==> src/rtl/arith_op_sequencer.sv <==
// Operand-entry and launch controller for the float/fixed add/mul units.
// Captures A then B from the switches on button rises, pulses start, and holds the result.
module arith_op_sequencer #(
  parameter int W           = 16,
  parameter int TIMEOUT_CYC = 1024
) (
  input  logic           clk,
  input  logic           rst,
  input  logic [W-1:0]   sw,
  input  logic [3:0]     btn,
  output logic [W-1:0]   op_a,
  output logic [W-1:0]   op_b,
  output logic [3:0]     unit_start,
  input  logic [3:0]     unit_done,
  input  logic [4*W-1:0] unit_res,
  output logic [W-1:0]   leds,
  output logic [W-1:0]   disp_val,
  output logic [1:0]     op_sel,
  output logic           busy,
  output logic           err
);

  localparam int CW = $clog2(TIMEOUT_CYC);
  localparam logic [CW-1:0] CNT_LAST = CW'(TIMEOUT_CYC - 1);

  typedef enum logic [1:0] {S_IDLE, S_WAIT_B, S_RUN, S_SHOW} state_t;

  state_t          state, state_n;
  logic [W-1:0]    result, result_n;
  logic [W-1:0]    op_a_n, op_b_n;
  logic [1:0]      op_sel_n;
  logic [3:0]      start_n;
  logic            err_n;
  logic [CW-1:0]   cnt, cnt_n;
  logic [3:0]      btn_prev;
  logic [3:0]      rise;
  logic            any_rise;
  logic [1:0]      win_idx;
  logic            sel_done;
  logic [W-1:0]    sel_res;

  assign rise     = btn & ~btn_prev;
  assign any_rise = |rise;
  assign sel_done = unit_done[op_sel];
  assign sel_res  = unit_res[op_sel*W +: W];

  // Simultaneous rises resolve to the lowest button index.
  always_comb begin
    win_idx = 2'd0;
    if (rise[0])      win_idx = 2'd0;
    else if (rise[1]) win_idx = 2'd1;
    else if (rise[2]) win_idx = 2'd2;
    else if (rise[3]) win_idx = 2'd3;
  end

  always_comb begin
    state_n  = state;
    op_a_n   = op_a;
    op_b_n   = op_b;
    result_n = result;
    op_sel_n = op_sel;
    start_n  = 4'b0000;
    err_n    = err;
    cnt_n    = cnt;
    case (state)
      S_IDLE, S_SHOW: begin
        if (any_rise) begin
          op_a_n   = sw;
          op_sel_n = win_idx;
          err_n    = 1'b0;
          state_n  = S_WAIT_B;
        end
      end
      S_WAIT_B: begin
        if (rise[op_sel]) begin
          op_b_n  = sw;
          start_n = 4'b0001 << op_sel;
          cnt_n   = '0;
          state_n = S_RUN;
        end else if (any_rise) begin
          op_sel_n = win_idx;
        end
      end
      S_RUN: begin
        // A done arriving on the final count still counts as success.
        if (sel_done) begin
          result_n = sel_res;
          state_n  = S_SHOW;
        end else if (cnt == CNT_LAST) begin
          result_n = '0;
          err_n    = 1'b1;
          state_n  = S_SHOW;
        end else begin
          cnt_n = cnt + CW'(1);
        end
      end
      default: state_n = S_IDLE;
    endcase
  end

  always_ff @(posedge clk or posedge rst) begin
    if (rst) begin
      state      <= S_IDLE;
      op_a       <= '0;
      op_b       <= '0;
      result     <= '0;
      op_sel     <= 2'd0;
      unit_start <= 4'b0000;
      err        <= 1'b0;
      cnt        <= '0;
      btn_prev   <= 4'b1111;
    end else begin
      state      <= state_n;
      op_a       <= op_a_n;
      op_b       <= op_b_n;
      result     <= result_n;
      op_sel     <= op_sel_n;
      unit_start <= start_n;
      err        <= err_n;
      cnt        <= cnt_n;
      btn_prev   <= btn;
    end
  end

  assign busy     = (state == S_RUN);
  assign leds     = (state == S_IDLE || state == S_WAIT_B) ? sw : result;
  assign disp_val = (state == S_IDLE)   ? sw   :
                    (state == S_WAIT_B) ? op_a : result;

endmodule

==> config.mk <==
export PLATFORM = sky130hd
export DESIGN_NAME = arith_op_sequencer
export DESIGN_NICKNAME = d
export VERILOG_FILES = /design/src/rtl/arith_op_sequencer.sv
export SDC_FILE = /design/constraint.sdc
export NUM_CORES = 1
export LEC_CHECK = 0
export CORE_UTILIZATION = 39
export CTS_CLUSTER_DIAMETER = 150
export CTS_CLUSTER_SIZE = 14
export DETAILED_ROUTE_END_ITERATION = 7
export PLACE_DENSITY = 0.85
export REMOVE_ABC_BUFFERS = 1
export SLEW_MARGIN = 20
export SYNTH_ARGS = -nofsm -noshare
export SYNTH_HDL_FRONTEND = slang
export SYNTH_SLANG_ARGS = --single-unit
==> constraint.sdc <==
create_clock -name clk -period 2.5 [get_ports clk]
set_input_delay 0.625 -clock clk [delete_from_list [all_inputs] [get_ports clk]]
set_output_delay 0.625 -clock clk [all_outputs]
set_load 0.005 [all_outputs]
## After elaboration in Yosys (flattened, before gate mapping)

Cells that the tools add are included.

| word-level totals | value |
|---|---|
| register bits after elaboration | 71 |
| bits of input ports | 90 |
| logic and storage cells | 72 |

| operators by class | value |
|---|---|
| add/subtract/negate cells | 1 |
| order comparisons | 1 |
| equality and inequality tests | 11 |
| shifts and indexed selects | 2 |
| multiplexer cells | 31 |
| bitwise operators | 2 |
| reduce and logical (&&, ||, !) cells | 15 |

Operators by type and width:

| kind | number |
|---|---|
| $mux W16 | 5 |
| $shiftx A64 B7 Y16 | 1 |
| $mux W10 | 3 |
| $mux W2 | 10 |
| $pmux W10 S2 | 1 |
| $add A10 B1 Y10 const B | 1 |
| $eq A10 B10 Y1 const B | 1 |
| $ne A2 B2 Y1 const B | 5 |
| $mux W4 | 2 |
| $reduce_and A2 Y1 | 4 |
| $reduce_and A4 Y1 | 2 |
| $reduce_bool A2 Y1 | 4 |
| $pmux W2 S3 | 1 |
| $mux W1 | 5 |
| $and A4 B4 Y4 | 1 |
| $bmux W1 S2 | 2 |
| $eq A2 B2 Y1 const B | 2 |
| $not A4 Y4 | 1 |
| $pmux W2 S2 | 1 |
| $reduce_or A4 Y1 | 1 |
| $shl A1 B2 Y4 const A | 1 |
| $lt A2 B3 Y1 const B | 1 |
| $ne A3 B1 Y1 const B | 1 |
| $reduce_and A3 Y1 | 1 |
| 6 further kinds | 6 |

## Logic depth before layout (Yosys ltp)

Gate-level depths: netlist of the first run.

| depth | value |
|---|---|
| depth in word-level cells | 9 |
| depth in mapped cells | 8 |

## Least setup slack after synthesis of the first run

No wires, ideal clock.

| timing path | value |
|---|---|
| kind | register -> output |
| start point | register state[0] |
| end point | output leds[10] |
| arrival time | 1.816 ns |
| required time | 1.875 ns |
| slack | 0.059 ns |
| cell stages (with the launch flop) | 7 |
| buffers on the path | 2 |
| path through | dfrtp_1 > inv_1 > ha_1 > clkbuf_1 > nor2_1 > clkbuf_1 > mux2_2 |

| on the way | value |
|---|---|
| word-level cells in the longest chain between the ends | 3 |
| elaborated cells between the ends (all ways) | 4 |
| those cells by class | eq/ne (1); mux (1); reduce/logical (2) |

RTL lines:

| element | RTL line | text |
|---|---|---|
| from (decl) | 28 | `state_t state, state_n;` |
| from (signal assigned) | 113 | `state <= state_n;` |
| $eq A2 B1 Y1 / $logic_not A2 Y1 (equally long branches) | 126 | `assign leds = (state == S_IDLE \|\| state == S_WAIT_B) ? sw : result;` |
| $logic_or A1 B1 Y1 * | 126 |  |
| $mux W16 * | 126 |  |
| to (decl) | 16 | `output logic [W-1:0] leds,` |

Mark *: on every way between the ends. The rest lies on a longest branch, timed or not.

## Final worst setup path of the first run

Ends and elaborated chain as after synthesis.

==> results of run 1 <==
==> what timing repair did <==
item	CTS	global route
pin swaps	1	1
setup endpoints to repair	32	19
buffers inserted	12	2
gates resized for setup	79	53
==> per-layer routing <==
layer,part of all wire [%],vias to the layer above,global-route usage [%]
met3,5.6,28,3.90
met4,3.0,0,11.6
met2,52,158,43.8
li1,-,1602,-
met5,0,-,0
met1,39,1776,28.5
==> critical path: stages (launching register included) <==
cell and delay (ns):
dfrtp_1 0.42, buf_6 0.13, ha_4 0.17, nor2_4 0.13
buf_6 0.14, buf_6 0.12, mux2_4 0.32, clkbuf_2 0.12
==> kinds of logic (layout without fill, tap and decap cells) <==
family          after synthesis  count (layout)  synth area share [%]
compound gates               64              64                  11.6
fa+ha+maj                     5               5                  1.59
buf+inv                      30             227                  3.31
flops                        71              71                  45.3
mux                          87              87                  29.5
simple gates                 67              67                  8.69
==> registers in the layout, indices dropped and copies added (netlist names) <==
signal      flops
unit_start      4
cnt            10
op_sel          2
op_b           16
state           2
err             1
btn_prev        4
op_a           16
result         16
==> synthesized netlist by cell type (2+ instances only) <==
cell	number
mux2i_1	19
nor3b_1	2
and2_1	2
nor3_1	2
mux2_2	50
a21oi_1	8
buf_2	4
nand3_1	3
clkbuf_1	15
nand2_1	30
inv_1	7
nand2b_1	4
o21ai_0	17
mux4_2	18
o211ai_1	2
dfrtp_1	67
and4_1	4
a31oi_1	6
o31ai_1	4
and3_1	2
nor2b_1	4
a22o_1	16
nor2_1	9
ha_1	5
dfstp_2	4
==> worst min path at each step <==
stage / start / end / slack (ns)
3_3_place_gp: op_b[0] / op_b[0] / 0.49
4_1_cts: op_b[10] / op_b[10] / 0.51
2_1_floorplan: result[15] / result[15] / 0.48
5_1_grt: op_b[10] / op_b[10] / 0.52
6_report: op_b[5] / op_b[5] / 0.51
3_5_place_dp: op_b[10] / op_b[10] / 0.49
==> cells in the final DEF (no fill, tap or decap), types with 5 or more instances in the layout <==
cell             Yosys  layout
a31oi_1              6       6
a21oi_1              8       8
nor2_1               9       7
clkbuf_2             1      11
clkbuf_8             0      10
clkdlybuf4s50_1      0     129
dfrtp_1             67      67
o21ai_0             17      11
o21ai_1              0       6
buf_4                1      26
mux2i_1             19      18
mux2_4               0      15
dlygate4sd2_1        0      11
buf_6                1      19
mux4_2              18      18
a22o_1              16      16
nand2_1             30      30
mux2_2              50      35
buf_12               0       5
==> final cells by class <==
cell class | instances | area share (%)
sequential | 71 | 28.3
tap | 133 | 2.64
clock inverter | 5 | 1.29
clock buffer | 11 | 2.24
multi-input combinational | 223 | 33.6
timing repair buffer | 204 | 31.5
inverter | 7 | 0.417
==> power breakdown <==
group | internal, mW | switching, mW | total, mW
Sequential | 1.63 | 0.392 | 2.02
Clock | 0.590 | 0.450 | 1.04
Combinational | 2.91 | 1.95 | 4.86
Total | 5.13 | 2.79 | 7.92
==> per-stage QoR <==
stage,utilization [%],power [mW]
floorplan,-,4.03
global placement,60.2,6.36
detailed placement,60.2,6.50
CTS,63.8,7.69
global route,64.4,8.36
finish,64.4,7.92
==> results.sh, run 1 <==
export IMPL_synth_edf_count=0
export IMPL_ys_seq_area_share_pct=45.3
export IMPL_antenna_cells=0
export IMPL_grt_max_degree=72
export IMPL_rr_endpoint="state[0]"
export IMPL_reg2reg_depth=7
export IMPL_period_needed_ns=2.52
export IMPL_post_place_ws_ns=-0.116
export IMPL_hold_viol_final=0
export IMPL_track_usage_pct=24.4
export IMPL_synth_seq_cells=71
export IMPL_die_area_mm2=0.0105
export IMPL_finalClockSkew_ns=0.00851
export IMPL_synth_distinct_cells=45
export IMPL_r2r_slack_ns=0.30
export IMPL_dpl_hpwl_um=8870
export IMPL_ys_flop_type="dfrtp_1"
export IMPL_holdBufCountCts=0
export IMPL_synth_area_leaders="dfrtp_1, mux2_2, mux4_2"
export IMPL_drc=0
export IMPL_antenna_found_initial=0
export IMPL_r2r_start="cnt[0]"
export IMPL_fin_area_mm2=0.00630
export IMPL_die_x_um=102
export IMPL_cts_htree_levels=3
export IMPL_instances_no_fill=654
export IMPL_fillCellCount=749
export IMPL_fmax_mhz=397
export IMPL_setup_violations=1
export IMPL_port_buffers=161
export IMPL_cp_start_kind="register"
export IMPL_drt_initial_drc_count=119
export IMPL_die_height_um=102
export IMPL_critPathKind="register to primary output"
export IMPL_ys_warn_count=0
export IMPL_tightest_slew_ns=0.393
export IMPL_grt_overflow=0
export IMPL_critical_path_max_fanout=5
export IMPL_via_count=3564
export IMPL_syn_inst=324
export IMPL_rsz0062_at_grt="true"
export IMPL_root_buffer="clkbuf_8"
export IMPL_arrival_ns=1.89
export IMPL_cp_end_kind="primary output"
export IMPL_holdWs_ns=0.508
export IMPL_cap_viol_max_count=0
export IMPL_async_flop_share_pct=100
export IMPL_cp_data_required_time_ns=1.88
export IMPL_max_slew_margin_pct=73.8
export IMPL_syn_to_final_growth_pct=60.2
export IMPL_slew_violations=0
export IMPL_finalSetupTns_ns=-0.0179
export IMPL_synth_top_area_share_pct=42.6
export IMPL_grt_pass1_wl_um=19000
export IMPL_synth_area_per_cell_um2=12.1
export IMPL_cts_tree="built"
export IMPL_multi_input_area_mm2=0.00211
export IMPL_fp_row_count=36
export IMPL_worstSetupStartpoint="state[0]"
export IMPL_fin_ws_ns=-0.0179
export IMPL_num_nets_final=611
export IMPL_placed_cell_area_mm2=0.00589
export IMPL_period_share_pct=101
export IMPL_dp_cells=625
export IMPL_p_leak_nw=2.69
export IMPL_p_per_area_mw_per_mm2=1260
export IMPL_io_pins=162
export IMPL_synth_area_leader_cell="dfrtp_1"
export IMPL_grt_pass1_vias=3688
export IMPL_first_pass_iters=5
export IMPL_wl_per_cell_um=19.2
export IMPL_cts_made_buffers=9
export IMPL_status="finished, violations left"
export IMPL_clk_pin_slew_ns=0.08
export IMPL_clk_latency_ns=0.34
export IMPL_place_gp_congestion=0.823
export IMPL_critPathCapture="leds[10]"
export IMPL_holdCritPathClass="register to register"
export IMPL_vias_per_cell=5.45
export IMPL_ff_latch_area_mm2=0.00178
export IMPL_synthesis_area_mm2=0.00393
export IMPL_ant_nets=0
export IMPL_start_util_pct=40.2
export IMPL_drt_wl_total_um=12600
export IMPL_drive_above_1_share_pct=31.1
export IMPL_ir_drop_v=0.000637
export IMPL_clock_sinks=71
export IMPL_cts_buffer_depth=2
export IMPL_violations="setup timing"
export IMPL_hold_depth=1
export IMPL_core_mm2=0.00977
Power figures use the tool's default switching activity.
==> run 2, diff against run 1 <==
Settings changed: CORE_ASPECT_RATIO set to 2.
==> run 2 against run 1 <==
Sequential cell count stayed put. Clock skew is 0.0029 ns lower. Critical path depth stayed put. The run now ends clean. Count of clock-buffer cells in the layout is 1 higher. Register-to-register slack hardly changed. First-iteration DRC count is 66% higher. Non-clock buffer count is 4 higher. Global-route usage is 1.5 points higher. Die area is 0.23% higher. Via count is 0.95% lower. Final area is 1.0% higher. Largest cell class unchanged.
==> results.sh, run 2 (same netlist as run 1, synthesis figures left out) <==
export IMPL_holdBufCountCts=0
export IMPL_cts_made_buffers=9
export IMPL_first_pass_iters=4
export IMPL_max_slew_margin_pct=71.3
export IMPL_fmax_mhz=406
export IMPL_vias_per_cell=5.38
export IMPL_status="finished, final reports clean"
export IMPL_p_per_area_mw_per_mm2=1260
export IMPL_grt_max_degree=54
export IMPL_core_mm2=0.00976
export IMPL_drt_wl_total_um=13000
export IMPL_r2r_slack_ns=0.31
export IMPL_period_share_pct=98.5
export IMPL_place_gp_congestion=0.912
export IMPL_switchingPower_mw=2.77
export IMPL_reg_top3="op_a x16, op_b x16, result x16"
export IMPL_hold_path_startpoint="op_b[14]"
export IMPL_grt_pass1_vias=3707
export IMPL_fin_ws_ns=0.0368
export IMPL_clk_latency_ns=0.33
export IMPL_setup_violations=0
export IMPL_dp_cells=626
export IMPL_drive_above_1_share_pct=30.5
export IMPL_mostFrequentLayoutCells="clkdlybuf4s50_1, dfrtp_1, mux2_2, buf_4, nand2_1"
export IMPL_layout_commonest_cell="clkdlybuf4s50_1"
export IMPL_combPwrFrac_pct=58.8
export IMPL_total_power_mw=8.01
export IMPL_finalClockSkew_ns=0.00559
export IMPL_cp_end_kind="primary output"
export IMPL_holdCritPathClass="register to register"
export IMPL_die_area_mm2=0.0105
export IMPL_cts_buffer_depth=2
export IMPL_wl_per_cell_um=19.8
export IMPL_reg2reg_depth=7
export IMPL_grt_overflow=0
export IMPL_rsz0062_at_grt="true"
export IMPL_fillCellCount=739
export IMPL_swShare_pct=34.5
export IMPL_grt_pass1_wl_um=20000
export IMPL_slew_violations=0
export IMPL_post_place_ws_ns=-0.123
export IMPL_io_pins=162
export IMPL_instances_no_fill=656
export IMPL_critical_path_max_fanout=11
export IMPL_port_buffers=161
export IMPL_cap_viol_max_count=0
export IMPL_root_buffer="clkbuf_16"
export IMPL_cp_data_required_time_ns=1.88
export IMPL_antenna_found_initial=0
export IMPL_ant_nets=0
export IMPL_syn_to_final_growth_pct=61.8
export IMPL_worstSetupStartpoint="state[1]"
export IMPL_antenna_cells=0
export IMPL_track_usage_pct=26.0
export IMPL_holdWs_ns=0.503
export IMPL_arrival_ns=1.84
export IMPL_cp_start_kind="register"
export IMPL_drt_initial_drc_count=198
export IMPL_drc=0
export IMPL_fp_row_count=51
export IMPL_cts_htree_levels=3
export IMPL_p_clk_share_pct=15.6
export IMPL_period_needed_ns=2.46
export IMPL_critPathKind="register to primary output"
export IMPL_ir_drop_v=0.000679
export IMPL_hold_depth=1
export IMPL_dpl_hpwl_um=9800
export IMPL_start_util_pct=40.3
export IMPL_p_leak_nw=2.71
export IMPL_clk_pin_slew_ns=0.05
export IMPL_tightest_slew_ns=0.430
export IMPL_num_nets_final=615
export IMPL_hold_viol_final=0
export IMPL_die_x_um=73.0
export IMPL_intPower_mw=5.24
export IMPL_die_height_um=144
export IMPL_r2r_start="cnt[0]"
export IMPL_finalSetupTns_ns=0
export IMPL_clock_sinks=71
export IMPL_cts_tree="built"
export IMPL_via_count=3530
export IMPL_seqPwrFrac_pct=25.6
[run 2: final timing paths]
| check | end |
|---|---|
| min in group asynchronous | result[1] |
| max in group asynchronous | state[0] |
| hold reg to reg | op_b[14] |
| setup reg to reg | state[0] |
| setup / recovery | disp_val[2] |
| hold / removal | op_b[14] |
[run 2: through the flow]
| step | util (%) | area (um2) |
|---|---|---|
| after floorplan | - | 3830 |
| after global placement | 60.6 | 5910 |
| after detailed placement | 60.6 | 5910 |
| after CTS | 64.9 | 6340 |
| after global routing | 65.2 | 6360 |
| final | 65.2 | 6360 |
[run 2: repair_timing]
action / CTS / global route
endpoints found under the hold margin: 0 / 0
endpoints found under the setup margin: 32 / 21
gates cloned: 1 / 0
pin swaps: 1 / 2
resized for setup: 105 / 11
buffers inserted: 9 / 7
[run 2: power by group through the flow]
stage / combinational (mW) / sequential (mW) / clock (mW)
after floorplan: 1.98 / 2.05 / 0
after global placement: 4.39 / 2.01 / 0
after detailed placement: 4.50 / 2.05 / 0
after CTS: 4.71 / 2.05 / 1.27
after global routing: 5.04 / 2.11 / 1.32
final: 4.71 / 2.05 / 1.25
[run 2: area by class of cell]
cell class	instances	area, um2	area share [%]
clock buffer	12	246	3.87
clock inverter	3	43.8	0.688
inverter	7	26.3	0.413
multi-input combinational	223	2080	32.7
sequential	71	1780	28.0
tap	132	165	2.60
timing repair buffer	208	2020	31.7
[run 2: per-layer routing]
| layer | global-route usage (%) | up-vias | part of all wire [%] | routed length [um] |
|---|---|---|---|---|
| met5 | 0 | - | 0 | 0 |
| met4 | 11.6 | 0 | 4.2 | 547 |
| met3 | 3.83 | 38 | 3.2 | 418 |
| met2 | 48.0 | 132 | 56 | 7290 |
| met1 | 28.4 | 1746 | 36 | 4720 |
| li1 | - | 1614 | - | - |
[run 2: worst max-delay path, cell delays in order, from the launching register on]
cell           delay, ns
dfrtp_1             0.39
inv_2               0.11
ha_4                0.18
buf_4               0.13
buf_12              0.13
mux2i_1             0.19
o21ai_0             0.10
dlygate4sd2_1       0.27
